`src/rtl/qspi_pkg.sv`:
```
// qspi_pkg: shared device-select and length encodings plus the arbiter state type
package qspi_pkg;
    localparam logic [1:0] SEL_NONE   = 2'd0;
    localparam logic [1:0] SEL_FLASH  = 2'd1;
    localparam logic [1:0] SEL_RAM_A  = 2'd2;
    localparam logic [1:0] SEL_RAM_B  = 2'd3;
    localparam logic [1:0] LEN_1B     = 2'd0;
    localparam logic [1:0] LEN_2B     = 2'd1;
    localparam logic [1:0] LEN_4B     = 2'd2;
    localparam logic [1:0] LEN_STREAM = 2'd3;
    typedef enum logic [1:0] {IDLE, INSTR, DATA, STOP} arb_state_t;
    function automatic logic [1:0] dev_sel(input logic [1:0] top);
        return top == 2'b00 ? SEL_FLASH : top == 2'b01 ? SEL_NONE : top;
    endfunction
endpackage

```
`src/rtl/qspi_addr_decode.sv`:
```
// qspi_addr_decode: maps address top bits to a chip select and flags illegal accesses
module qspi_addr_decode
    import qspi_pkg::*;
(
    input  logic [1:0] top,
    input  logic [1:0] len,
    input  logic       write,
    input  logic       stream,
    output logic [1:0] sel,
    output logic       ok
);
    always_comb begin
        sel = dev_sel(top);
        ok  = sel != SEL_NONE && (stream || (len != LEN_STREAM && !(write && sel == SEL_FLASH)));
    end
endmodule

```
`src/rtl/qspi_arbiter.sv`:
```
// qspi_arbiter: grants the shared QSPI controller to fetch or data; QSPI_ARB_STARVE_LIMIT_EN bounds fetch starvation
module qspi_arbiter
    import qspi_pkg::*;
#(
    parameter int ADDR_W       = 24,
    parameter int STARVE_LIMIT = 4
) (
    input  logic              clk,
    input  logic              rst,
    input  logic [ADDR_W-1:0] instr_addr,
    input  logic              instr_req,
    input  logic              instr_stop,
    output logic [15:0]       instr_data,
    output logic              instr_valid,
    input  logic [ADDR_W-1:0] data_addr,
    input  logic              data_req,
    input  logic              data_write,
    input  logic [1:0]        data_len,
    input  logic [31:0]       data_wdata,
    output logic [31:0]       data_rdata,
    output logic              data_ack,
    output logic              data_err,
    output logic              ctrl_start,
    output logic              ctrl_stop,
    output logic [ADDR_W-1:0] ctrl_addr,
    output logic              ctrl_write,
    output logic [1:0]        ctrl_len,
    output logic [31:0]       ctrl_wdata,
    output logic [1:0]        ctrl_sel,
    input  logic              ctrl_busy,
    input  logic              ctrl_hw_valid,
    input  logic [31:0]       ctrl_rdata,
    input  logic              ctrl_done
);
    arb_state_t state;
    logic [1:0] d_sel, i_sel;
    logic d_ok, i_ok, data_seen, starve, protect, i_take, d_take, leave;
    qspi_addr_decode u_data_dec (
        .top(data_addr[ADDR_W-1 -: 2]), .len(data_len), .write(data_write),
        .stream(1'b0), .sel(d_sel), .ok(d_ok)
    );
    qspi_addr_decode u_instr_dec (
        .top(instr_addr[ADDR_W-1 -: 2]), .len(LEN_STREAM), .write(1'b0),
        .stream(1'b1), .sel(i_sel), .ok(i_ok)
    );
    // a request still high during its own ack/err cycle is the old access, not a new one
    assign data_seen   = data_req && !data_ack && !data_err;
    assign i_take      = instr_req && i_ok && (!data_seen || starve);
    assign d_take      = data_seen && !i_take;
    assign leave       = instr_stop || !instr_req || (data_req && !protect);
    assign instr_valid = state == INSTR && ctrl_hw_valid && !leave;
    assign instr_data  = state == INSTR ? ctrl_rdata[15:0] : 16'h0;
`ifdef QSPI_ARB_STARVE_LIMIT_EN
    localparam int CNT_W = $clog2(STARVE_LIMIT + 1);
    logic [CNT_W-1:0] starve_cnt;
    logic guard;
    assign starve  = starve_cnt == CNT_W'(STARVE_LIMIT);
    assign protect = guard;
    always_ff @(posedge clk) begin
        if (rst) begin
            starve_cnt <= '0;
            guard      <= 1'b0;
        end else if (state == IDLE && i_take) begin
            starve_cnt <= '0;
            guard      <= starve && data_seen;
        end else begin
            if (state == IDLE && d_take && d_ok && instr_req && !starve) starve_cnt <= starve_cnt + 1'b1;
            if (instr_valid) guard <= 1'b0;
        end
    end
`else
    assign starve  = 1'b0;
    assign protect = 1'b0;
`endif
    always_ff @(posedge clk) begin
        if (rst) begin
            state      <= IDLE;
            ctrl_start <= 1'b0;
            ctrl_stop  <= 1'b0;
            ctrl_addr  <= '0;
            ctrl_write <= 1'b0;
            ctrl_len   <= LEN_1B;
            ctrl_wdata <= '0;
            ctrl_sel   <= SEL_NONE;
            data_rdata <= '0;
            data_ack   <= 1'b0;
            data_err   <= 1'b0;
        end else begin
            ctrl_start <= 1'b0;
            data_ack   <= 1'b0;
            data_err   <= 1'b0;
            case (state)
                IDLE: begin
                    if (d_take && d_ok) begin
                        ctrl_addr  <= data_addr;
                        ctrl_write <= data_write;
                        ctrl_len   <= data_len;
                        ctrl_wdata <= data_wdata;
                        ctrl_sel   <= d_sel;
                        ctrl_start <= 1'b1;
                        state      <= DATA;
                    end else if (d_take) begin
                        data_err <= 1'b1;
                    end else if (i_take) begin
                        ctrl_addr  <= instr_addr;
                        ctrl_write <= 1'b0;
                        ctrl_len   <= LEN_STREAM;
                        ctrl_sel   <= i_sel;
                        ctrl_start <= 1'b1;
                        state      <= INSTR;
                    end
                end
                INSTR: begin
                    if (leave) begin
                        ctrl_stop <= 1'b1;
                        state     <= STOP;
                    end
                end
                STOP: begin
                    if (!ctrl_busy) begin
                        ctrl_stop <= 1'b0;
                        ctrl_sel  <= SEL_NONE;
                        state     <= IDLE;
                    end
                end
                DATA: begin
                    if (ctrl_done) begin
                        data_rdata <= ctrl_rdata;
                        data_ack   <= 1'b1;
                        ctrl_sel   <= SEL_NONE;
                        state      <= IDLE;
                    end
                end
                default: state <= IDLE;
            endcase
        end
    end
endmodule
```
`config.mk`:
```
export PLATFORM = sky130hd
export DESIGN_NAME = qspi_arbiter
export DESIGN_NICKNAME = d
export VERILOG_FILES = /design/src/rtl/qspi_pkg.sv /design/src/rtl/qspi_addr_decode.sv /design/src/rtl/qspi_arbiter.sv
export SDC_FILE = /design/constraint.sdc
export NUM_CORES = 1
export LEC_CHECK = 0
export CAP_MARGIN = 10
export CELL_PAD_IN_SITES_DETAIL_PLACEMENT = 0
export CELL_PAD_IN_SITES_GLOBAL_PLACEMENT = 1
export CORE_ASPECT_RATIO = 0.75
export CORE_MARGIN = 10
export CORE_UTILIZATION = 28
export CTS_CLUSTER_SIZE = 8
export DETAILED_ROUTE_END_ITERATION = 10
export PLACE_DENSITY = 0.86
export SLEW_MARGIN = 5
export SYNTH_ARGS = -nofsm -noshare
export SYNTH_HDL_FRONTEND = slang
export SYNTH_HIERARCHICAL = 1
export SYNTH_SLANG_ARGS = --single-unit
```
`constraint.sdc`:
```
create_clock -name clk -period 4.9 [get_ports clk]
set_clock_uncertainty 0.2 [all_clocks]
set_input_delay 0.49 -clock clk [delete_from_list [all_inputs] [get_ports clk]]
set_output_delay 0.49 -clock clk [all_outputs]
set_load 0.05 [all_outputs]
```
# Yosys cells after proc, flatten, opt, wreduce, memory -nomap -nowiden
# Index checks and enable logic that the tools add are counted.
# op_classes
n_bitwise	2
n_eq_ne	13
muxes	33
reduce_logical	37
# op_table
op	count
$mux 24	3
$mux 2	16
$mux 16	1
$logic_and 1x1->1	11
$mux 1	10
$reduce_and 5->1	2
$eq 2x1->1 const B	4
$ne 2x2->1 const B	4
$pmux 2 s4	1
$reduce_bool 2->1	4
$logic_not 1->1	7
$logic_not 2->1	3
$ne 3x3->1 const B	2
$pmux 2 s3	1
$reduce_and 3->1	2
$eq 2x2->1 const B	2
$reduce_and 2->1	2
$reduce_or 2->1	2
$reduce_bool 3->1	1
$reduce_or 3->1	1
$logic_or 1x1->1	2
$ne 2x1->1 const B	1
$not 1->1	2
$pmux 1 s2	1
# word_totals
output_inout_bits	114
reg_bits	99
input_bits	123

# Longest topological paths before layout
# Gate-level depths: netlist of the first run.
# depth
ltp_word	11
mapped_depth	11
mapped_depth_nobuf	8

# Hierarchy
# The synthesis of the first run kept the hierarchy.
# modules_own_cells
mod	cells_per_inst	seq_area_each_um2	area_per_inst_um2	n_inst
qspi_arbiter	466	1981.9	3905.0	1
qspi_addr_decode	9	0.0	62.6	2

# Worst setup path after synthesis of the first run
# OpenSTA, ideal clock, no wires.
# synth_timing
kind	input to register
startpoint	in data_addr[23]
endpoint	reg ctrl_wdata[10]
setup_ns	0.135
path_slack_ns	2.482
arrival_ns	2.083
path_buffers	3
cell_stages	11
required_time_ns	4.565
cell_sequence	inv_1 ha_1 a22o_1 a21oi_2 nor4bb_1 buf_2 buf_6 nand2_1 clkbuf_1 nand2_1 a21oi_1
# synth_via
elab_chain_cells	10
# synth_rtl
item	line	text
start, declared	qspi_arbiter.sv:15	input logic [ADDR_W-1:0] data_addr,
$eq 2x1->1	qspi_pkg.sv:13	return top == 2'b00 ? SEL_FLASH : top == 2'b01 ? SEL_NONE : top;
$mux 2	qspi_pkg.sv:13	
$mux 2 *	qspi_pkg.sv:13	
$eq 2x1->1	qspi_addr_decode.sv:14	ok = sel != SEL_NONE && (stream || (len != LEN_STREAM && !(write && sel == SEL_FLASH)));
$logic_and 1x1->1	qspi_addr_decode.sv:14	
$logic_not 1->1	qspi_addr_decode.sv:14	
$logic_and 1x1->1	qspi_addr_decode.sv:14	
$logic_and 1x1->1 *	qspi_addr_decode.sv:14	
via d_ok	qspi_arbiter.sv:37	logic d_ok, i_ok, data_seen, starve, protect, i_take, d_take, leave;
$logic_and 1x1->1 *	qspi_arbiter.sv:94	if (d_take && d_ok) begin
$reduce_and 2->1 (no line) *	-	
end signal, assigned	qspi_arbiter.sv:98	ctrl_wdata <= data_wdata;
end, declared	qspi_arbiter.sv:28	output logic [31:0] ctrl_wdata,
# Mark *: on every way through the listed nets, which the timed path passes. The rest lies on a longest branch.
# A chain may end at the register's enable or synchronous reset.

# Worst setup path after layout of the first run
# layout_timing
startpoint	in data_addr[22]
endpoint	reg ctrl_sel[1]
# layout_via
elab_chain_cells	11
# layout_rtl
item	line	text
$eq 2x1->1	qspi_pkg.sv:13	
$mux 2	qspi_pkg.sv:13	
$mux 2 *	qspi_pkg.sv:13	
$eq 2x1->1	qspi_addr_decode.sv:14	
$logic_and 1x1->1	qspi_addr_decode.sv:14	
$logic_not 1->1	qspi_addr_decode.sv:14	
$logic_and 1x1->1	qspi_addr_decode.sv:14	
$logic_and 1x1->1 *	qspi_addr_decode.sv:14	
via d_ok	qspi_arbiter.sv:37	
$logic_and 1x1->1 *	qspi_arbiter.sv:94	
$ne 3x3->1 (no line) / $mux 2 (equally long branches)	-	
$reduce_and 5->1 (no line) / $pmux 2 s3 (equally long branches)	-	
end signal, assigned	qspi_arbiter.sv:99	ctrl_sel <= d_sel;
end signal, assigned	qspi_arbiter.sv:108	ctrl_sel <= i_sel;
end, declared	qspi_arbiter.sv:29	output logic [1:0] ctrl_sel,
# Marked as above.

==> summary.md, run 1 <==
| Metric | Value |
|---|---|
| DP Worst Slack | 1150 ps |
| Top post-synthesis cells by count | 131 x nand2_1, 99 x dfxtp_1, 66 x a21oi_1, 34 x nor2_1, 26 x mux2i_1 |
| Worst min path class | reg -> reg |
| Slew at the pin closest to its max-slew limit | 1180 ps |
| Post-synth cell types | 33 |
| DRC Markers | 0 |
| Top Ports | 237 |
| Maximum vdd drop | 0.183 mV |
| H-tree levels | 3 |
| Fin. Hold Viols | 0 |
| Sw Pwr | roughly 0.84 mW |
| Post-Route WL | 14,600 um |
| Max-cap violations | 0 |
| Final net count | 827 |
| Num CTS Buffers | 9 |
| Share of cells above drive strength 1 | 4.12% |
| Die area | 19,600 sq um |
| Drt wl/cell | roughly 17 um |
| Final Util | 48.8% |
| Endpoint class of the critical path | register |
| Root Driver | clkbuf_16 |
| Pwr per Cell Area | about 360 nW/um^2 |
| Mean Syn Cell Area | about 8.3 sq um |
| GR Util All Layers | 14.0% |
| Synth Cell Area | 4030 sq um |
| Leak | 2.46 nW |
| Post-CTS Setup Bufs | 0 |
| Flops & latches, synth | 99 |
| Clock Latency Late Sink | 340 ps |
| EDFF count, synth | 0 |
| Initial antenna violation count | 0 |
| Peak Freq | 0.296 GHz |
| Critical Path RT | around 5000 ps |
| Core Box Area | around 14,000 sq um |
| Switching share of power | about a third |
| First-pass detailed-route iteration total | 4 |
| Sequential fraction of the synthesis area | 49.2% |
| Most common cell in the netlist | nand2_1 |
| P_int | 1.60 mW |
| Warnings, synthesis | 6 |
| First-pass GRT wire length | 21,900 um |
| # fillers | 1,310 |
| Asr flop ratio synth | 0% |
| Initial Util | 29.0% |
| Slew Limit Headroom | 21.2% |
| CTS Sinks | 99 |
| Top cell type's share of synthesized area | 49.2% |
| Crit path arrival time | 3450 ps |
| Final worst slack | 1530 ps |
| RSZ-0062 raised after global routing | no |
| Setup TNS | 0 ps |
| Final max-slew violation count | 0 |
| Diode count | 0 |
| Post-Place Cells | 863 |
| HPWL after DPL | 11,400 um |
| Hold Buf Count CTS | 0 |
| Reg clk slew, reported paths | 70 ps |
| Largest net degree at the start of global routing | 100 |
| Clock Power Share | between 20% and 30% |
| Clock Tree Buf Depth | 2 |
| Combinational Power Share | 33.5% |
| Final min period | ~3400 ps |
| GRT overflow | 0 |
| Number of global-route vias before repair | roughly 4,000 |
| Resized Gates After CTS | 0 |
| Status | complete, no violations |
| Routed via count | 4,050 |
| Mapped Cells | 484 |
| DRT iter0 DRCs | 222 |
| Routed Antenna Nets | 0 |
| Row cnt | 37 |
| Main synth FF type | dfxtp_1 |
| Startpoint Class | input pin |
| Crit path max fanout | 53 |
| Final period util | 68.8% |
| Die W | roughly 160 um |
| Final estimated routing congestion in global placement | between 0.7 and 0.8 |
| Die height | 124 um |
| Critical path type | in -> reg |
| # setup viols final | 0 |
| PortBufs | 236 |
| Average vias per placed instance | 4.61 |
| TritonCTS clock tree | built |
| Leading area contributor after synthesis | dfxtp_1 |
| Top cells by area, synth | dfxtp_1 49%, nand2_1 12%, a21oi_1 8.2%, mux2i_1 6.5%, a211oi_1 4.5% |
| Non-filler cells, final | 879 |
| Synthesis-to-layout area growth | 68.1% |
| Seq pwr share | 37.7% |
per-layer routing:
layer / track usage, % / vias to the layer above / routed length (um)
met1: 15.4 / 1863 / 5830
met3: 6.17 / 8 / 1480
met2: 24.4 / 149 / 7160
li1: - / 2030 / -
met5: 0 / - / 0
met4: 3.41 / 0 / 105
sequential cells by signal, summed over array words and instances (netlist names):
| register | count |
|---|---|
| data_err | 1 |
| ctrl_stop | 1 |
| ctrl_start | 1 |
| data_rdata | 32 |
| ctrl_write | 1 |
| data_ack | 1 |
| state | 2 |
| ctrl_addr | 24 |
| ctrl_sel | 2 |
| ctrl_wdata | 32 |
| ctrl_len | 2 |
cells in the final DEF (no fill, tap or decap), drive strengths merged, types with 3 or more instances in the layout:
cell           Yosys  layout
clkdlybuf4s50      0     235
nand2            131     131
dfxtp             99      99
a21oi             68      68
nor2              36      36
mux2i             26      26
a211oi            25      25
and2              17      17
clkbuf            22      11
inv                9       9
nor3               5       5
conb               2       5
buf               16       5
o21ai              4       4
ha                 4       4
a22o               3       3
final timing paths:
kind	start	endpoint	slack [ps]	cells past startpoint
setup / recovery	data_addr[22]	ctrl_sel[1]	1530	9
hold / removal	data_rdata[30]	data_rdata[30]	250	2
setup reg to reg	data_ack	ctrl_sel[1]	2520	4
hold reg to reg	data_rdata[30]	data_rdata[30]	250	2
cell families (layout without fill, tap and decap cells):
kind of cell / Yosys count / count (layout) / share of synthesized area [%]
other cells: 2 / 5 / 0.186
mux: 28 / 28 / 7.20
flops: 99 / 99 / 49.2
simple gates: 200 / 200 / 21.0
buf+inv: 47 / 264 / 5.93
fa+ha+maj: 4 / 4 / 1.24
compound gates: 104 / 104 / 15.3
stage by stage:
stage	hold slack [ps]	area [sq um]	total power, mW
after global routing	272	6780	2.56
after floorplan	346	4040	1.45
final	253	6780	2.45
after CTS	255	6750	2.47
after global placement	240	6450	1.75
after detailed placement	246	6450	1.76
critical path, cell delays in order:
cell,delay [ps]
clkdlybuf4s50_1,520
inv_1,60
ha_1,220
a22o_1,220
a21oi_2,160
nor4bb_4,460
a22o_2,870
mux2_4,360
nor2_2,70
cell type report:
class / count / area (sq um) / area share, %
timing repair buffer: 240 / 2410 / 35.6
multi-input combinational: 341 / 1840 / 27.1
clock buffer: 11 / 243 / 3.58
tap: 175 / 219 / 3.23
inverter: 9 / 33.8 / 0.499
sequential: 99 / 1980 / 29.3
clock inverter: 4 / 51.3 / 0.757
power groups by stage:
stage,clock [mW],sequential [mW],combinational [mW]
finish,0.704,0.923,0.819
global route,0.754,0.933,0.871
CTS,0.727,0.923,0.823
detailed placement,0,0.941,0.821
global placement,0,0.938,0.809
floorplan,0,1.19,0.267
No activity file was read; power rests on OpenSTA's default activity.
==> inputs of run 2 (changes only) <==
--- a/config.mk
+++ b/config.mk
@@ -10,10 +10,10 @@
 export CELL_PAD_IN_SITES_GLOBAL_PLACEMENT = 1
 export CORE_ASPECT_RATIO = 0.75
 export CORE_MARGIN = 10
-export CORE_UTILIZATION = 28
+export CORE_UTILIZATION = 23
 export CTS_CLUSTER_SIZE = 8
 export DETAILED_ROUTE_END_ITERATION = 10
-export PLACE_DENSITY = 0.86
+export PLACE_DENSITY = 0.76
 export SLEW_MARGIN = 5
 export SYNTH_ARGS = -nofsm -noshare
 export SYNTH_HDL_FRONTEND = slang
==> constraint.sdc (replaced) <==
create_clock -name clk -period 3.1 [get_ports clk]
set_clock_uncertainty 0.2 [all_clocks]
set_input_delay 0.31 -clock clk [delete_from_list [all_inputs] [get_ports clk]]
set_output_delay 0.31 -clock clk [all_outputs]
set_load 0.05 [all_outputs]
==> run 2 against run 1 <==
First-iteration DRC count rose by 18%. Sequential cell count did not move. Highest routed layer unchanged. Routed wire length is 0.75% higher. Critical path type is now reg -> out. Worst hold slack worse by 3.0 ps.
==> summary.md, run 2 (synthesis gave the netlist of run 1 again) <==
| Metric | Value |
|---|---|
| Status | complete, no violations |
| Post-Place Cells | 933 |
| Core Box Area | 17,000 sq um |
| Clock Tree Buf Depth | 2 |
| Sw Pwr | 1.33 mW |
| Die W | 173 um |
| Post-Route WL | 14,700 um |
| Die area | 23,300 sq um |
| PortBufs | 236 |
| Critical path type | reg -> out |
| Root Driver | clkbuf_16 |
| Crit-path max cell delay | 810 ps |
| CTS Sinks | 99 |
| Post-CTS Setup Bufs | 0 |
| H-tree levels | 3 |
| Resized Gates After CTS | 0 |
| RSZ-0062 raised after global routing | no |
| Peak Freq | 0.366 GHz |
| Diode count | 0 |
| Slew Limit Headroom | 61.3% |
| Final worst slack | 371 ps |
| Fin. Hold Viols | 0 |
| Most frequent cells in the layout | 234 x clkdlybuf4s50_1, 131 x nand2_1, 99 x dfxtp_1, 66 x a21oi_1, 34 x nor2_1 |
| Hold Buf Count CTS | 0 |
| P_int | approximately 2.7 mW |
| DRC Markers | 0 |
| Crit path arrival time | 2220 ps |
| Final estimated routing congestion in global placement | 0.757 |
| Multi-input logic area | 1840 sq um |
| Most common cell after layout, fill and taps aside | clkdlybuf4s50_1 |
| Drt wl/cell | 15.5 um |
| Row cnt | 41 |
| Switching share of power | 33.1% |
| Initial antenna violation count | 0 |
| Critical Path RT | 2590 ps |
| Crit path cell chain | inv_1, nor2_1, buf_4, and2_1, clkdlybuf4s50_1 |
| Top Ports | around 240 |
| First-pass detailed-route iteration total | 4 |
| Leak | ~2.5 nW |
| Reg clk slew, reported paths | 60 ps |
| Routed via count | 3,964 |
| Pwr per Cell Area | 577 nW/um^2 |
| Largest regs | ctrl_wdata: 32 flops, data_rdata: 32 flops, ctrl_addr: 24 flops |
| Final min period | 2730 ps |
| Num CTS Buffers | 9 |
| Endpoint class of the critical path | output port |
| Final net count | 835 |
| Seq pwr share | 36.3% |
| Number of global-route vias before repair | 4,083 |
| Worst min path class | in -> reg |
| TritonCTS clock tree | built |
| CP max stage cell | clkdlybuf4s50_1 |
| Crit path max fanout | 17 |
| Clock Latency Late Sink | between 300 and 400 ps |
| Non-filler cells, final | 948 |
| DP Worst Slack | 52.7 ps |
| Slew at the pin closest to its max-slew limit | 580 ps |
| Startpoint Class | register |
| CP top delay family | buffers and inverters |
| Average vias per placed instance | 4.18 |
| Combinational Power Share | 32.5% |
| Final period util | 88.0% |
| # fillers | approximately 1,700 |
| Largest net degree at the start of global routing | 52 |
| DRT iter0 DRCs | 261 |
| Critical path buffer and inverter count | 3 |
| Setup TNS | 0 ps |
| Max-cap violations | 0 |
| HPWL after DPL | 11,700 um |
| Final max-slew violation count | 0 |
| Maximum vdd drop | 0.278 mV |
| Synthesis-to-layout area growth | 72.8% |
| Initial Util | between 20% and 30% |
| GR Util All Layers | 12.3% |
| First-pass GRT wire length | around 23,000 um |
| Register Area | 1980 sq um |
| Share of cells above drive strength 1 | 5.34% |
| # setup viols final | 0 |
| GRT overflow | 0 |
| Die height | 135 um |
| Clock Power Share | 31.1% |
| Routed Antenna Nets | 0 |
run 2: cell types whose count changed in the layout (fill, tap and decap cells not counted), sizes merged:
cell / previous run / this run
buf: 5 / 14
bufinv: 1 / 3
clkbuf: 11 / 10
clkdlybuf4s50: 235 / 234
clkinv: 2 / 1
run 2: worst paths after layout:
check	start	to	slack [ps]	cells after the start
setup / recovery	state[0]	instr_data[0]	370	5
hold / removal	rst	ctrl_sel[0]	250	2
setup reg to reg	data_ack	ctrl_write	1220	5
hold reg to reg	ctrl_wdata[17]	ctrl_wdata[17]	250	2
run 2: per-stage QoR:
stage / power [mW] / cell area, sq um / hold slack, ps / utilization [%]
after global placement: 2.80 / 6630 / 241 / 38.9
after detailed placement: 2.81 / 6630 / 245 / 38.9
after floorplan: 2.30 / 4040 / 246 / -
after global routing: 4.22 / 6960 / 267 / 40.9
final: 4.02 / 6960 / 250 / 40.9
after CTS: 4.09 / 6960 / 244 / 40.9
run 2: final cells by class:
| type | count | share of cell area, % |
|---|---|---|
| clock buffers | 10 | 3.29 |
| repair buffers | 248 | 35.7 |
| well taps | 236 | 4.24 |
| flip-flops and latches | 99 | 28.5 |
| multi-input cells | 341 | 26.4 |
| clock inverters | 5 | 1.47 |
| inverters | 9 | 0.485 |
run 2: layer usage:
| metal | share of wire (%) | vias to the layer above | wire, um | track usage, % |
|---|---|---|---|---|
| met2 | 49 | 119 | 7220 | 21.1 |
| li1 | - | 2052 | - | - |
| met5 | 0 | - | 0 | 0 |
| met4 | 1.0 | 0 | 152 | 3.58 |
| met1 | 43 | 1784 | 6280 | 14.0 |
| met3 | 7.0 | 9 | 1030 | 4.82 |
run 2: power groups by stage:
| stage | clock, mW | combinational (mW) | sequential (mW) |
|---|---|---|---|
| final | 1.25 | 1.31 | 1.46 |
| after global routing | 1.34 | 1.40 | 1.48 |
| after CTS | 1.30 | 1.33 | 1.46 |
| after detailed placement | 0 | 1.32 | 1.49 |
| after global placement | 0 | 1.32 | 1.48 |
| after floorplan | 0 | 0.422 | 1.88 |
==> inputs of run 3 (changes only) <==
--- a/config.mk
+++ b/config.mk
@@ -10,12 +10,11 @@
 export CELL_PAD_IN_SITES_GLOBAL_PLACEMENT = 1
 export CORE_ASPECT_RATIO = 0.75
 export CORE_MARGIN = 10
-export CORE_UTILIZATION = 23
+export CORE_UTILIZATION = 26
 export CTS_CLUSTER_SIZE = 8
 export DETAILED_ROUTE_END_ITERATION = 10
-export PLACE_DENSITY = 0.76
+export PLACE_DENSITY = 0.9
 export SLEW_MARGIN = 5
 export SYNTH_ARGS = -nofsm -noshare
 export SYNTH_HDL_FRONTEND = slang
-export SYNTH_HIERARCHICAL = 1
 export SYNTH_SLANG_ARGS = --single-unit
==> constraint.sdc (replaced) <==
create_clock -name clk -period 2.8 [get_ports clk]
set_clock_uncertainty 0.2 [all_clocks]
set_input_delay 0.28 -clock clk [delete_from_list [all_inputs] [get_ports clk]]
set_output_delay 0.28 -clock clk [all_outputs]
set_load 0.05 [all_outputs]
==> run 3 against run 2 <==
Via count increased by 9.6%. Critical path type unchanged. Non-clock buffer count is 3 higher. Sequential share of layout area is 0.66 points lower. First-iteration DRC count is 15% lower. Critical path depth shrank 1. Synthesized cell count grew 4.3%. Worst setup slack improved by 140 ps. Design area up 2.4%. Largest power group unchanged. Combinational power up 7%. Register-to-register slack worse by 520 ps. Synthesized area grew 0.37%.
==> summary.md, run 3 <==
| Metric | Value |
|---|---|
| Combinational Power Share | 32.9% |
| Clock Tree Buf Depth | 2 |
| Routed via count | 4,343 |
| GR Util All Layers | 14.4% |
| Synthesis-to-layout area growth | 76.3% |
| GRT overflow | 0 |
| Core Box Area | 15,200 sq um |
| Initial antenna violation count | 1 |
| First-pass GRT wire length | 24,000 um |
| Hold Buf Count CTS | 0 |
| HPWL after DPL | 12,000 um |
| GRT met1 Usage | 17.0% |
| Largest net degree at the start of global routing | 50 |
| Row cnt | 39 |
| Critical Path RT | 2320 ps |
| Syn nets | between 600 and 700 |
| Clock Power Share | 30.0% |
| DRC Markers | 0 |
| # fillers | between 1,500 and 2,000 |
| Crit path arrival time | 1810 ps |
| Final period util | 81.6% |
| Final net count | 856 |
| Post-CTS Setup Bufs | 0 |
| Maximum vdd drop | 0.285 mV |
| Slew Limit Headroom | 61.8% |
| Final Util | 46.8% |
| Setup TNS | 0 ps |
| Critical path type | reg -> out |
| Final min period | 2290 ps |
| Worst min path class | in -> reg |
| Fin. Hold Viols | 0 |
| Root Driver | clkbuf_16 |
| Most common cell in the netlist | nand2_1 |
| Warnings, synthesis | 0 |
| Clock Latency Late Sink | around 350 ps |
| Status | complete, no violations |
| CTS Sinks | between 90 and 100 |
| Asr flop ratio synth | 0% |
| Slew at the pin closest to its max-slew limit | 571 ps |
| CP max stage cell | dfxtp_1 |
| Top post-synthesis cells by count | 152 x nand2_1, 99 x dfxtp_1, 95 x a21oi_1, 32 x clkbuf_1, 25 x nand3_1 |
| Final max-slew violation count | 0 |
| Post-Route WL | 15,900 um |
| Mapped Cells | 505 |
| Resized Gates After CTS | 0 |
| Die W | 164 um |
| Crit path cell chain | nor2b_1, and3_1, and2_1, buf_12 |
| Largest regs | ctrl_wdata: 32 flops, data_rdata: 32 flops, ctrl_addr: 24 flops |
| Initial Util | 26.6% |
| Final estimated routing congestion in global placement | between 0.7 and 0.8 |
| Mean Syn Cell Area | 8.01 sq um |
| EDFF count, synth | 0 |
| Drt wl/cell | about 17 um |
| Flops & latches, synth | 99 |
| TritonCTS clock tree | built |
| Crit path max fanout | 11 |
| Endpoint class of the critical path | output port |
| Die area | 21,000 sq um |
| Routed Antenna Nets | 0 |
| First-pass detailed-route iteration total | 4 |
| Post-Place Cells | between 900 and 1,000 |
| Pwr per Cell Area | between 500 and 600 nW/um^2 |
| Reg clk slew, reported paths | 80 ps |
| # setup viols final | 0 |
| Switching share of power | 34.7% |
| Main synth FF type | dfxtp_1 |
| Num CTS Buffers | 9 |
| Routing usage on met2 | 21.9% |
| M3 GR Usage | under 10% |
| DRT iter0 DRCs | about 220 |
| Grt peak-use layer | met2 |
| Top cell type's share of synthesized area | about 49% |
| P_int | between 2 and 3 mW |
| Sw Pwr | 1.48 mW |
| RSZ-0062 raised after global routing | no |
| Leak | around 2.5 nW |
| Leading area contributor after synthesis | dfxtp_1 |
| Seq pwr share | 37.2% |
| Sequential fraction of the synthesis area | 49.0% |
| Top Ports | 237 |
| DP Worst Slack | 212 ps |
| Non-filler cells, final | around 940 |
| Post-synth cell types | 38 |
| Most frequent cells in the layout | 218 x clkdlybuf4s50_1, 152 x nand2_1, 99 x dfxtp_1, 95 x a21oi_1, 25 x nand3_1 |
| Startpoint Class | register |
| Average vias per placed instance | between 4 and 5 |
| Most common cell after layout, fill and taps aside | clkdlybuf4s50_1 |
| Final worst slack | 514 ps |
| Crit-path max cell delay | 540 ps |
| Share of cells above drive strength 1 | around 8.1% |
| Max-cap violations | 0 |
| Synth Cell Area | 4050 sq um |
| H-tree levels | 3 |
| Top cells by area, synth | dfxtp_1 49%, nand2_1 14%, a21oi_1 12%, a311oi_1 5.0%, nand3_1 3.1% |
| Number of global-route vias before repair | 4,256 |
| Die height | 128 um |
| Peak Freq | 0.437 GHz |
| PortBufs | 236 |
| Diode count | 0 |
run 3: cell families (layout without fill, tap and decap cells):
logic type	Yosys count	after routing	share of synthesized area, %
AND/OR/NAND/NOR	218	218	23.6
AO/OA/AOI/OAI	134	134	20.2
flip-flops	99	99	49.0
multiplexers	2	2	0.526
buffers and inverters	46	273	4.83
adder cells (fa/ha/maj)	6	6	1.86
run 3: area by class of cell:
| cell class | instances | area [sq um] | area share [%] |
|---|---|---|---|
| multi-input cells | 360 | 1890 | 26.5 |
| inverters | 6 | 22.5 | 0.316 |
| well taps | 205 | 256 | 3.60 |
| clock inverters | 6 | 72.6 | 1.02 |
| clock buffers | 10 | 229 | 3.21 |
| repair buffers | 251 | 2680 | 37.6 |
| flip-flops and latches | 99 | 1980 | 27.8 |
run 3: through the flow:
step / hold slack (ps) / cell area (sq um) / total power, mW
after CTS: 201 / 7130 / 4.33
after global routing: 219 / 7130 / 4.47
after floorplan: 216 / 4050 / 2.41
after detailed placement: 246 / 6830 / 3.03
final: 209 / 7130 / 4.27
after global placement: 241 / 6830 / 3.03
run 3: final timing paths:
path / from / to / slack (ps) / cells past startpoint
setup reg to reg: data_ack / ctrl_sel[1] / 700 / 5
hold reg to reg: data_rdata[23] / data_rdata[23] / 250 / 2
setup / recovery: state[0] / instr_valid / 510 / 4
hold / removal: rst / ctrl_wdata[4] / 210 / 2
run 3: routing by layer:
| layer | wire, um | vias up |
|---|---|---|
| met3 | 2010 | 14 |
| met2 | 7060 | 177 |
| li1 | - | 2169 |
| met5 | 20 | - |
| met1 | 6670 | 1981 |
| met4 | 138 | 2 |
run 3: power groups by stage:
stage                     combinational (mW)  sequential (mW)  clock (mW)
after detailed placement                1.41             1.62           0
final                                   1.40             1.59        1.28
after floorplan                        0.424             1.98           0
after global placement                  1.41             1.62           0
after global routing                    1.49             1.60        1.38
after CTS                               1.42             1.59        1.33
run 3: worst max-delay path, delay by kind of cell, from the launching register on:
kind,cells,cell delay [ps]
AND/OR/NAND/NOR,3,750
flip-flops,1,540
buffers and inverters,1,160
